<file path="src/rtl/glb_netwk_sched.sv">
// Paced scheduler sharing the global buffer networks among clock-enable requesters.
// One grant change per decision, followed by a settle gap; grants are held a minimum time.
module glb_netwk_sched #(
  parameter int NUM_NET       = 8,
  parameter int MAX_ACTIVE    = 4,
  parameter int SETTLE_CYCLES = 4,
  parameter int MIN_HOLD      = 16
) (
  input  logic               clk,
  input  logic               rst,
  input  logic [NUM_NET-1:0] req,
  output logic [NUM_NET-1:0] grant,
  output logic [3:0]         active_cnt,
  output logic               change,
  output logic               busy
);

  localparam logic [0:0] IDLE   = 1'b0;
  localparam logic [0:0] SETTLE = 1'b1;

  localparam int HW = $clog2(MIN_HOLD + 1);
  localparam int SW = (SETTLE_CYCLES > 1) ? $clog2(SETTLE_CYCLES) : 1;

  localparam logic [HW-1:0] HOLD_MAX    = HW'(MIN_HOLD);
  localparam logic [SW-1:0] SETTLE_LOAD = SW'(SETTLE_CYCLES - 1);
  localparam logic [3:0]    MAX_CNT     = 4'(MAX_ACTIVE);
  localparam logic [3:0]    NET_CNT     = 4'(NUM_NET);
  localparam logic [2:0]    LAST_IDX    = 3'(NUM_NET - 1);

  logic [0:0]         state_q, state_d;
  logic [NUM_NET-1:0] grant_q, grant_d;
  logic [3:0]         active_cnt_q, active_cnt_d;
  logic               change_q, change_d;
  logic [2:0]         rr_ptr_q, rr_ptr_d;
  logic [SW-1:0]      settle_q, settle_d;
  logic [HW-1:0]      hold_q [NUM_NET];
  logic [HW-1:0]      hold_d [NUM_NET];

  logic [NUM_NET-1:0] revoke_set;
  logic [NUM_NET-1:0] pend_set;
  logic               found;
  logic [3:0]         cand;

  always_comb begin
    state_d  = state_q;
    grant_d  = grant_q;
    rr_ptr_d = rr_ptr_q;
    settle_d = settle_q;
    change_d = 1'b0;
    found    = 1'b0;
    cand     = 4'd0;

    for (int i = 0; i < NUM_NET; i++) begin
      revoke_set[i] = grant_q[i] & ~req[i] & (hold_q[i] == HOLD_MAX);
    end
    pend_set = req & ~grant_q;

    case (state_q)
      IDLE: begin
        if (|revoke_set) begin
          for (int i = 0; i < NUM_NET; i++) begin
            if (!found && revoke_set[i]) begin
              found      = 1'b1;
              grant_d[i] = 1'b0;
            end
          end
        end else if ((|pend_set) && (active_cnt_q < MAX_CNT)) begin
          // Round-robin search starting at rr_ptr, wrapping explicitly at NUM_NET.
          for (int off = 0; off < NUM_NET; off++) begin
            cand = {1'b0, rr_ptr_q} + 4'(off);
            if (cand >= NET_CNT) begin
              cand = cand - NET_CNT;
            end
            for (int j = 0; j < NUM_NET; j++) begin
              if (!found && (cand == 4'(j)) && pend_set[j]) begin
                found      = 1'b1;
                grant_d[j] = 1'b1;
                rr_ptr_d   = (cand[2:0] == LAST_IDX) ? 3'd0 : cand[2:0] + 3'd1;
              end
            end
          end
        end
        if (found) begin
          change_d = 1'b1;
          state_d  = SETTLE;
          settle_d = SETTLE_LOAD;
        end
      end
      default: begin
        if (settle_q == '0) begin
          state_d = IDLE;
        end else begin
          settle_d = settle_q - 1'b1;
        end
      end
    endcase

    active_cnt_d = 4'd0;
    for (int i = 0; i < NUM_NET; i++) begin
      active_cnt_d = active_cnt_d + {3'd0, grant_d[i]};
    end

    // Hold restarts at 0 on the rising grant and saturates while the grant stays high.
    for (int i = 0; i < NUM_NET; i++) begin
      hold_d[i] = '0;
      if (grant_q[i] && grant_d[i]) begin
        hold_d[i] = (hold_q[i] == HOLD_MAX) ? HOLD_MAX : hold_q[i] + 1'b1;
      end
    end
  end

  always_ff @(posedge clk or posedge rst) begin
    if (rst) begin
      state_q      <= IDLE;
      grant_q      <= '0;
      active_cnt_q <= 4'd0;
      change_q     <= 1'b0;
      rr_ptr_q     <= 3'd0;
      settle_q     <= '0;
      for (int i = 0; i < NUM_NET; i++) begin
        hold_q[i] <= '0;
      end
    end else begin
      state_q      <= state_d;
      grant_q      <= grant_d;
      active_cnt_q <= active_cnt_d;
      change_q     <= change_d;
      rr_ptr_q     <= rr_ptr_d;
      settle_q     <= settle_d;
      for (int i = 0; i < NUM_NET; i++) begin
        hold_q[i] <= hold_d[i];
      end
    end
  end

  assign grant      = grant_q;
  assign active_cnt = active_cnt_q;
  assign change     = change_q;
  assign busy       = (state_q == SETTLE);

endmodule
</file>
<file path="config.mk">
export PLATFORM = sky130hd
export DESIGN_NAME = glb_netwk_sched
export DESIGN_NICKNAME = d
export VERILOG_FILES = /design/src/rtl/glb_netwk_sched.sv
export SDC_FILE = /design/constraint.sdc
export NUM_CORES = 1
export LEC_CHECK = 0
export ABC_AREA = 1
export CORE_MARGIN = 1.5
export CORE_UTILIZATION = 55
export DETAILED_ROUTE_END_ITERATION = 6
export PLACE_DENSITY = 0.71
export SLEW_MARGIN = 5
export SYNTH_ARGS = -nofsm -noshare
export SYNTH_HDL_FRONTEND = slang
export SYNTH_SLANG_ARGS = --single-unit
</file>
<file path="constraint.sdc">
create_clock -name clk -period 16 [get_ports clk]
set_clock_uncertainty 0.15 [all_clocks]
set_input_delay 3.2 -clock clk [delete_from_list [all_inputs] [get_ports clk]]
set_output_delay 3.2 -clock clk [all_outputs]
set_load 0.03 [all_outputs]
</file>
Word level (Yosys, flattened, before mapping) --
Cells that the tools add are included.
Word-level totals: word-level logic and storage cells 871, output and inout bits 14, input bits 10, bits in registers 59
Cells by class: reductions and logical operators 228, magnitude comparators 9, add/subtract/negate cells 39, bitwise logic cells 28, mux-type cells 480, eq/ne operators 73
Operators by type and width (number):
- 1-bit 2-to-1 mux | 354
- 3-bit 2-to-1 mux | 72
- 1-bit logical AND | 143
- 4-bit by 3-bit equality test with 1-bit output (second input constant) | 32
- 4-bit 2-to-1 mux | 32
- 5-bit 2-to-1 mux | 16
- 1-bit zero test | 70
- 4-bit by 2-bit equality test with 1-bit output (second input constant) | 16
- 64-bit nonzero test | 1
- 5-bit by 1-bit adder with 5-bit output (second input constant) | 8
- 5-bit equality test (second input constant) | 8
- 4-bit by 1-bit equality test with 1-bit output (second input constant) | 8
- 4-bit zero test | 8
- 4-bit >= comparator (second input constant) | 7
- 4-bit subtractor (second input constant) | 7
- 3-bit by 1-bit adder with 3-bit output (second input constant) | 8
- 3-bit equality test (second input constant) | 8
- 8-bit 2-to-1 mux | 3
- 3-bit by 3-bit adder with 4-bit output (second input constant) | 4
- 4-bit by 1-bit adder with 4-bit output | 4
- 1-bit AND | 16
- 8-bit OR reduction | 2
- 1-bit inverter | 10
- 3-bit by 2-bit adder with 4-bit output (second input constant) | 2
- other kinds (16) | 18

Longest topological paths before layout --
Gate-level depths: netlist (run 1).
depth in word-level cells 461, mapped depth 48, gate-level depth less buffers 47

Worst setup path after synthesis (run 1) --
No wires, ideal clock.
path type input -> register, start input req[0], end register active_cnt_q[2], in the netlist active_cnt[2], required time 15.727 ns, path slack 6.498 ns, arrival time 9.229 ns, stages on the path 43, library setup time 0.123 ns, cells stage by stage inv_1 nor2_1 nand2_2 nand3_2 nor2_2 nand4_1 nor2_2 nand4_2 nor2_2 nand4_2 nor2_2 nand4_2 nor2_2 nand4_2 nor2_2 nand4_2 nor2_2 nand4_2 [... 7 more ...] nand4_4 nor2_4 nand4_4 nor2_4 nand4_4 nor2_4 nand4_4 nor2_1 nor4_1 o21ai_1 o21a_1 fa_1 fa_1 fa_1 ha_1 inv_1 fa_1 xnor2_1
RTL lines:
- from (decl) | RTL line 11 | input logic [NUM_NET-1:0] req,
- to (signal assigned) | RTL line 126 | active_cnt_q <= active_cnt_d;
- to (decl) | RTL line 32 | logic [3:0] active_cnt_q, active_cnt_d;

==> summary.md, run 1 <==
| Metric | Value |
|---|---|
| Internal | between 600 and 700 µW |
| First-pass GRT wire length | 26300 µm |
| Routability congestion estimate from global placement | between 1 and 1.5 |
| Grt ovf | 0 |
| Syn Inst Count | 794 |
| Crit path buf inv count | 2 |
| TritonRoute pass-1 iters | 5 |
| Mapped Avg Cell Area | 6.96 µm² |
| Arrival time worst endpoint | 10.69 ns |
| # rows | 36 |
| Setup slack at placement | around 5.2 ns |
| Max Cap Violations | 0 |
| Area leader, netlist | dfrtp_1 |
| Routed vias | between 5000 and 6000 |
| DRC | 0 |
| Asr flop ratio synth | between 90% and 100% |
| Core box area | about 9800 µm² |
| VDD IR max | about 130 µV |
| Worst Path Max Fanout | 17 |
| Slew @ Worst Pin | ~0.79 ns |
| Clock-pin slew on the worst setup and hold paths | around 0.070 ns |
| Slowest library cell on the worst path | fa_1 |
| RSZ-0062 raised after global routing | no |
| Number of global-route vias before repair | approximately 5200 |
| Initial antenna violation count | 0 |
| Tcrit/Tclk final | between 60% and 70% |
| Hold Path Depth | 1 |
| Worst Hold Class | reg -> reg |
| Crit start category | input port |
| Clock power frac | 9.9% |
| Worst path max stage delay | approximately 0.55 ns |
| Outcome | finished clean |
| Sequential share of the synthesized area | around a quarter |
| Synth area leaders | dfrtp_1 27%, inv_1 11%, ha_1 8.8%, nor2_1 8.6%, nand2_1 7.8% |
| Setup bufs post-CTS | 0 |
| Critical Path Most Common Cell | nor2_2 |
| Sequential share of power | 16.6% |
| Final WL | 16800 µm |
| Critical Path RT | approximately 16 ns |
| Minimum clock period | ~11 ns |
| Post-Route Setup TNS | 0 ns |
| Critical path type | in -> reg |
| Final setup vio count | 0 |
| Area growth syn-to-layout | 10.6% |
| Yosys top cell area share | about a quarter |
| ANT cells | 0 |
| Max_slew headroom | between 40 and 50% |
| Post-DP HPWL | between 10000 and 15000 µm |
| Leak Pwr | 0.00282 µW |
| Ratio of cells with drive above 1 in the final layout | 9.78% |
| Initial Util | a little under three fifths |
| Reg2Reg Depth | 45 |
| Cell with the most instances after synthesis | inv_1 |
| Mapped cell area | between 5000 and 6000 µm² |
| Comb power frac | 73.6% |
| Port Buffers | 23 |
| Die Width | a little over 100 µm |
| P per Cell Area | 245 nW/µm² |
| Final-stage net count | roughly 880 |
| Family with the most delay on the worst path | simple AND/OR/NAND/NOR gates |
| Routed Antenna Nets | 0 |
| Net Sw Power | between 800 and 900 µW |
| EDFF count, synth | 0 |
| Final Hold Viols | 0 |
| Avg Vias per Cell | around 5.7 |
| Die height | about 100 µm |
| Critical Path End Type | flip-flop |
| Switching Share | between 50% and 60% |
| YS warnings | 0 |
| DR WL/cell | about 17 µm |
| Flip-flop and latch count after synthesis | 59 |
| Ys flop type | dfrtp_1 |
| Worst Slack Setup Final | between 5 and 6 ns |
| Distinct cells, synth | 49 |
| Top cells by count, synth | 157 x inv_1, 126 x nor2_1, 115 x nand2_1 |
| Post-CTS Resized | 0 |
| CTS Buffer Depth | 2 |
| CTS tree | yes |
| Clock Latency Late Sink | ~0.34 ns |
| CTS Buf Count | 9 |
| Die area | ~11000 µm² |
| Fin. max-slew vios | 0 |
| Post-Synthesis Net Count | around 850 |
| Fillcell total | just over 900 |
| I/O pin total | 24 |
| Max Clk Rate | around 0.094 GHz |
| Largest net degree at the start of global routing | 60 |
| # hold bufs at CTS | 0 |
| GR Util All Layers | between 30% and 40% |
| Number of H-tree levels | 3 |
| WP depth | between 40 and 50 |
| Root Buffer Master | clkbuf_8 |
| TritonCTS Sinks | slightly below 60 |
| Initial DRC Count | between 400 and 500 |
-- area by class of cell --
cell class,count,area [µm²],area share [%]
clock buffers,11,131,2.15
clock inverters,5,77.6,1.27
inverters,165,619,10.1
multi-input cells,563,3400,55.6
flip-flops and latches,59,1480,24.2
well taps,133,166,2.72
repair buffers,25,245,4.01
-- flip-flops by register name (all words and copies together), names as in the netlist --
register    flops
settle_q        2
active_cnt      4
hold_q         40
rr_ptr_q        3
grant           8
busy            1
change          1
-- per-layer routing --
layer,vias up,global-route usage [%],share of wire [%]
li1,2618,-,-
met1,2581,43.9,43
met2,210,54.8,47
met3,48,5.31,6.3
met4,0,13.3,3.9
met5,-,0,0
-- power groups by stage --
stage,logic [µW],registers (µW),clock network [µW]
finish,1100,248,148
global placement,1030,246,0
global route,1210,253,156
floorplan,757,263,0
CTS,1080,247,151
detailed placement,1050,248,0
-- cells by family after synthesis --
| group | Yosys count | synth area share [%] |
|---|---|---|
| flip-flops | 59 | 26.7 |
| AND/OR/NAND/NOR | 406 | 36.5 |
| AO/OA/AOI/OAI | 87 | 10.3 |
| buffers and inverters | 172 | 11.8 |
| adder cells (fa/ha/maj) | 43 | 10.3 |
| multiplexers | 1 | 0.181 |
| XOR/XNOR | 26 | 4.12 |
-- path summary, 6_finish.rpt --
path	startpoint	endpoint	slack (ns)
max	req[3]	active_cnt[2]	5.39
min	hold_q[35]	hold_q[35]	0.34
max reg2reg	rr_ptr_q[0]	active_cnt[2]	7.59
min reg2reg	hold_q[35]	hold_q[35]	0.34
max in group asynchronous	rst	hold_q[22]	11.95
min in group asynchronous	rst	rr_ptr_q[1]	3.22
-- placed cells by master, fill, tap and decap left out, drive strengths merged, types with 3 or more instances in the layout --
cell and instances:
nor3 44, nand4 19, nor2 156, nand3 46, nor4 7, o311ai 3, dfrtp 59, ha 39
or2 3, xor2 21, o21a 3, o21ai 35, xnor2 5, clkbuf 11, inv 161, a311o 3
nand2 125, o2111ai 8, clkinv 6, clkdlybuf4s50 23, a21oi 14, a31oi 3, nand3b 3, fa 4
o41ai 7
-- worst register-to-register path: cells and delay by family, from the launching register on --
| kind | cells | cell delay (ns) |
|---|---|---|
| AO/OA/AOI/OAI | 2 | 0.43 |
| flip-flops | 1 | 0.57 |
| adder cells (fa/ha/maj) | 6 | 2.39 |
| buffers and inverters | 3 | 0.40 |
| XOR/XNOR | 1 | 0.13 |
| AND/OR/NAND/NOR | 33 | 4.25 |
-- per-stage QoR --
step	hold WS, ns	util (%)	std cells	power [µW]	cell area, µm²
final	0.336	62.5	961	1500	6110
after global routing	0.376	62.5	961	1620	6110
after CTS	0.341	62.5	961	1480	6110
after detailed placement	0.331	60.4	945	1300	5900
after global placement	0.318	60.4	945	1280	5900
after floorplan	0.301	-	794	1020	5530
Power figures use the tool's default switching activity.
==> run 2, diff against run 1 <==
--- a/config.mk
+++ b/config.mk
@@ -9,7 +9,7 @@
 export CORE_MARGIN = 1.5
 export CORE_UTILIZATION = 55
 export DETAILED_ROUTE_END_ITERATION = 6
-export PLACE_DENSITY = 0.71
+export PLACE_DENSITY = 0.74
 export SLEW_MARGIN = 5
 export SYNTH_ARGS = -nofsm -noshare
 export SYNTH_HDL_FRONTEND = slang
==> constraint.sdc (replaced) <==
create_clock -name clk -period 9.68 [get_ports clk]
set_clock_uncertainty 0.15 [all_clocks]
set_input_delay 1.936 -clock clk [delete_from_list [all_inputs] [get_ports clk]]
set_output_delay 1.936 -clock clk [all_outputs]
set_load 0.03 [all_outputs]
==> summary.md, run 2 (same netlist as run 1, synthesis figures left out) <==
| Metric | Value |
|---|---|
| Outcome | finished clean (unchanged) |
| Final-stage net count | 885 (was 876) |
| P per Cell Area | 401 nW/µm² (was 245 nW/µm²) |
| Final Cell Area | 6220 µm² (was 6110 µm²) |
| Final setup vio count | 0 (unchanged) |
| Crit path buf inv count | 3 (was 2) |
| Grt ovf | 0 (unchanged) |
| Ratio of cells with drive above 1 in the final layout | 11.0% (was 9.78%) |
| Slowest library cell on the worst path | fa_1 (unchanged) |
| Reg2Reg Depth | 45 (unchanged) |
| Number of H-tree levels | 3 (unchanged) |
| Family with the most delay on the worst path | simple AND/OR/NAND/NOR gates (unchanged) |
| Area growth syn-to-layout | 12.6% (was 10.6%) |
| CTS Buf Count | 9 (unchanged) |
| Hold Path Depth | 1 (unchanged) |
| Clock-pin slew on the worst setup and hold paths | 0.07 ns (about the same) |
| Clock power frac | 10.4% (was 9.9%) |
| Routability congestion estimate from global placement | 1.06 (about the same) |
| Post-Route Setup TNS | 0 ns (unchanged) |
| Slew @ Worst Pin | 0.753 ns (was 0.794 ns) |
| Arrival time worst endpoint | 9.25 ns (was 10.69 ns) |
| Worst Path Max Fanout | 5 (was 17) |
| Max_slew headroom | 49.8% (was 46.4%) |
| Crit start category | input port (unchanged) |
| Post-DP HPWL | 13700 µm (was 13300 µm) |
| R2R setup slack | 1.31 ns (was 7.59 ns) |
| Avg Vias per Cell | 5.66 (was 5.68) |
| DR WL/cell | 17.5 µm (about the same) |
| First-pass GRT wire length | 26900 µm (was 26300 µm) |
| Number of global-route vias before repair | 5306 (was 5153) |
| Switching Share | 55.2% (was 55.9%) |
| CTS Buffer Depth | 2 (unchanged) |
| Critical Path End Type | flip-flop (unchanged) |
| ANT cells | 0 (unchanged) |
| Sequential share of power | 16.8% (was 16.6%) |
| GR Util All Layers | 34.0% (was 33.2%) |
| Clock Latency Late Sink | 0.35 ns (was 0.34 ns) |
| Total power | 2500 µW (was 1500 µW) |
| Routed vias | 5494 (was 5457) |
| WP depth | 44 (was 42) |
| Critical path type | in -> reg (unchanged) |
| Comb power frac | 72.7% (was 73.6%) |
| Total placed cells including tap cells | 952 (was 945) |
| Core box area | 9770 µm² (unchanged) |
| Die area | 10700 µm² (unchanged) |
| I/O pin total | 24 (unchanged) |
| CTS tree | yes (unchanged) |
| # rows | 36 (unchanged) |
| Worst setup path end | active_cnt[2] (unchanged) |
| Die height | 103 µm (unchanged) |
| TritonRoute pass-1 iters | 5 (unchanged) |
| Fillcell total | 874 (was 908) |
| R2R Path End | active_cnt[2] (unchanged) |
| Critical Path RT | 9.77 ns (was 16.08 ns) |
| Root Buffer Master | clkbuf_8 (unchanged) |
| RR Startpoint | rr_ptr_q[0] (unchanged) |
| Setup slack at placement | 0.159 ns (was 5.18 ns) |
| Initial DRC Count | 457 (was 418) |
| Initial antenna violation count | 0 (unchanged) |
| Port Buffers | 23 (unchanged) |
| Final Hold Viols | 0 (unchanged) |
| Max Clk Rate | roughly 0.11 GHz |
| VDD IR max | 245 µV (was 132 µV) |
| Max reg flops | 40 (unchanged) |
| Die Width | 103 µm (unchanged) |
| Leak Pwr | 0.00287 µW (was 0.00282 µW) |
| Tcrit/Tclk final | between 90% and 100% |
| Routed Antenna Nets | 0 (unchanged) |
| Max Cap Violations | 0 (unchanged) |
| Internal | 1120 µW (was 659 µW) |
| Net Sw Power | 1380 µW (was 837 µW) |
| DRC | 0 (unchanged) |
| Most frequent cells in the layout | 156 x inv_1, 126 x nor2_1, 115 x nand2_1, 59 x dfrtp_1, 45 x nand3_1 (unchanged) |
| Fin cells | 970 (was 961) |
| Dpl cell area | 5960 µm² (was 5900 µm²) |
| Worst Setup SP | req[2] (was req[3]) |
| Fin. max-slew vios | 0 (unchanged) |
| Most flop-heavy register | hold_q (unchanged) |
| Worst path max stage delay | 0.50 ns (was 0.55 ns) |
| Critical Path Most Common Cell | nor2_4 (was nor2_2) |
| TritonCTS Sinks | 59 (unchanged) |
| Minimum clock period | between 9 and 10 ns |
| Worst Hold Class | reg -> reg (unchanged) |
| Largest net degree at the start of global routing | 60 (unchanged) |
| Worst Slack Setup Final | 0.516 ns (was 5.39 ns) |
| Most common cell after layout, fill and taps aside | inv_1 (unchanged) |
| Final WL | 17000 µm (was 16800 µm) |
| Initial Util | 56.5% (unchanged) |
-- run 2: cell types whose count changed in the layout (fill, tap and decap cells not counted), sizes merged --
| cell | before | now |
|---|---|---|
| clkinv | 6 | 5 |
| clkbuf | 11 | 12 |
| buf | 2 | 11 |
-- run 2: timing repair --
| item | 4_1_cts | 5_1_grt |
|---|---|---|
| endpoints found under the setup margin | 0 | 2 |
| hold buffers | 0 | 0 |
| buffers inserted | 0 | 2 |
| resized for setup | 0 | 4 |
-- run 2: area by class of cell --
| class | count | area, µm² | area share (%) |
|---|---|---|---|
| Inverter | 165 | 619 | 9.96 |
| Multi-Input combinational cell | 563 | 3420 | 54.9 |
| Tap cell | 133 | 166 | 2.67 |
| Sequential cell | 59 | 1480 | 23.7 |
| Timing Repair Buffer | 34 | 313 | 5.03 |
| Clock buffer | 12 | 155 | 2.49 |
| Clock inverter | 4 | 72.6 | 1.17 |
-- run 2: worst min path at each step --
stage,startpoint,end,slack [ns]
after floorplan,hold_q[20],hold_q[20],0.30
after global placement,hold_q[35],hold_q[35],0.32
after detailed placement,settle_q[1],settle_q[1],0.33
after CTS,hold_q[35],hold_q[35],0.34
after global routing,hold_q[35],hold_q[35],0.37
final,hold_q[35],hold_q[35],0.34
-- run 2: per-layer routing --
| layer | global-route usage (%) | wire (µm) | up-vias |
|---|---|---|---|
| met3 | 7.12 | 1310 | 64 |
| met2 | 54.0 | 7860 | 219 |
| li1 | - | - | 2631 |
| met4 | 19.6 | 934 | 0 |
| met1 | 43.1 | 6900 | 2580 |
| met5 | 0 | 0 | - |
-- run 2: stage by stage --
stage               hold slack [ns]  utilization (%)
floorplan                     0.301                -
global placement              0.318             60.9
detailed placement            0.333             60.9
CTS                           0.344             63.3
global route                  0.375             63.6
finish                        0.339             63.6
-- run 2: power groups by stage --
stage / clock, µW / combinational [µW] / sequential [µW]
2_1_floorplan: 0 / 1250 / 435
3_3_place_gp: 0 / 1700 / 416
3_5_place_dp: 0 / 1750 / 420
4_1_cts: 263 / 1760 / 417
5_1_grt: 277 / 2000 / 428
6_report: 261 / 1820 / 420
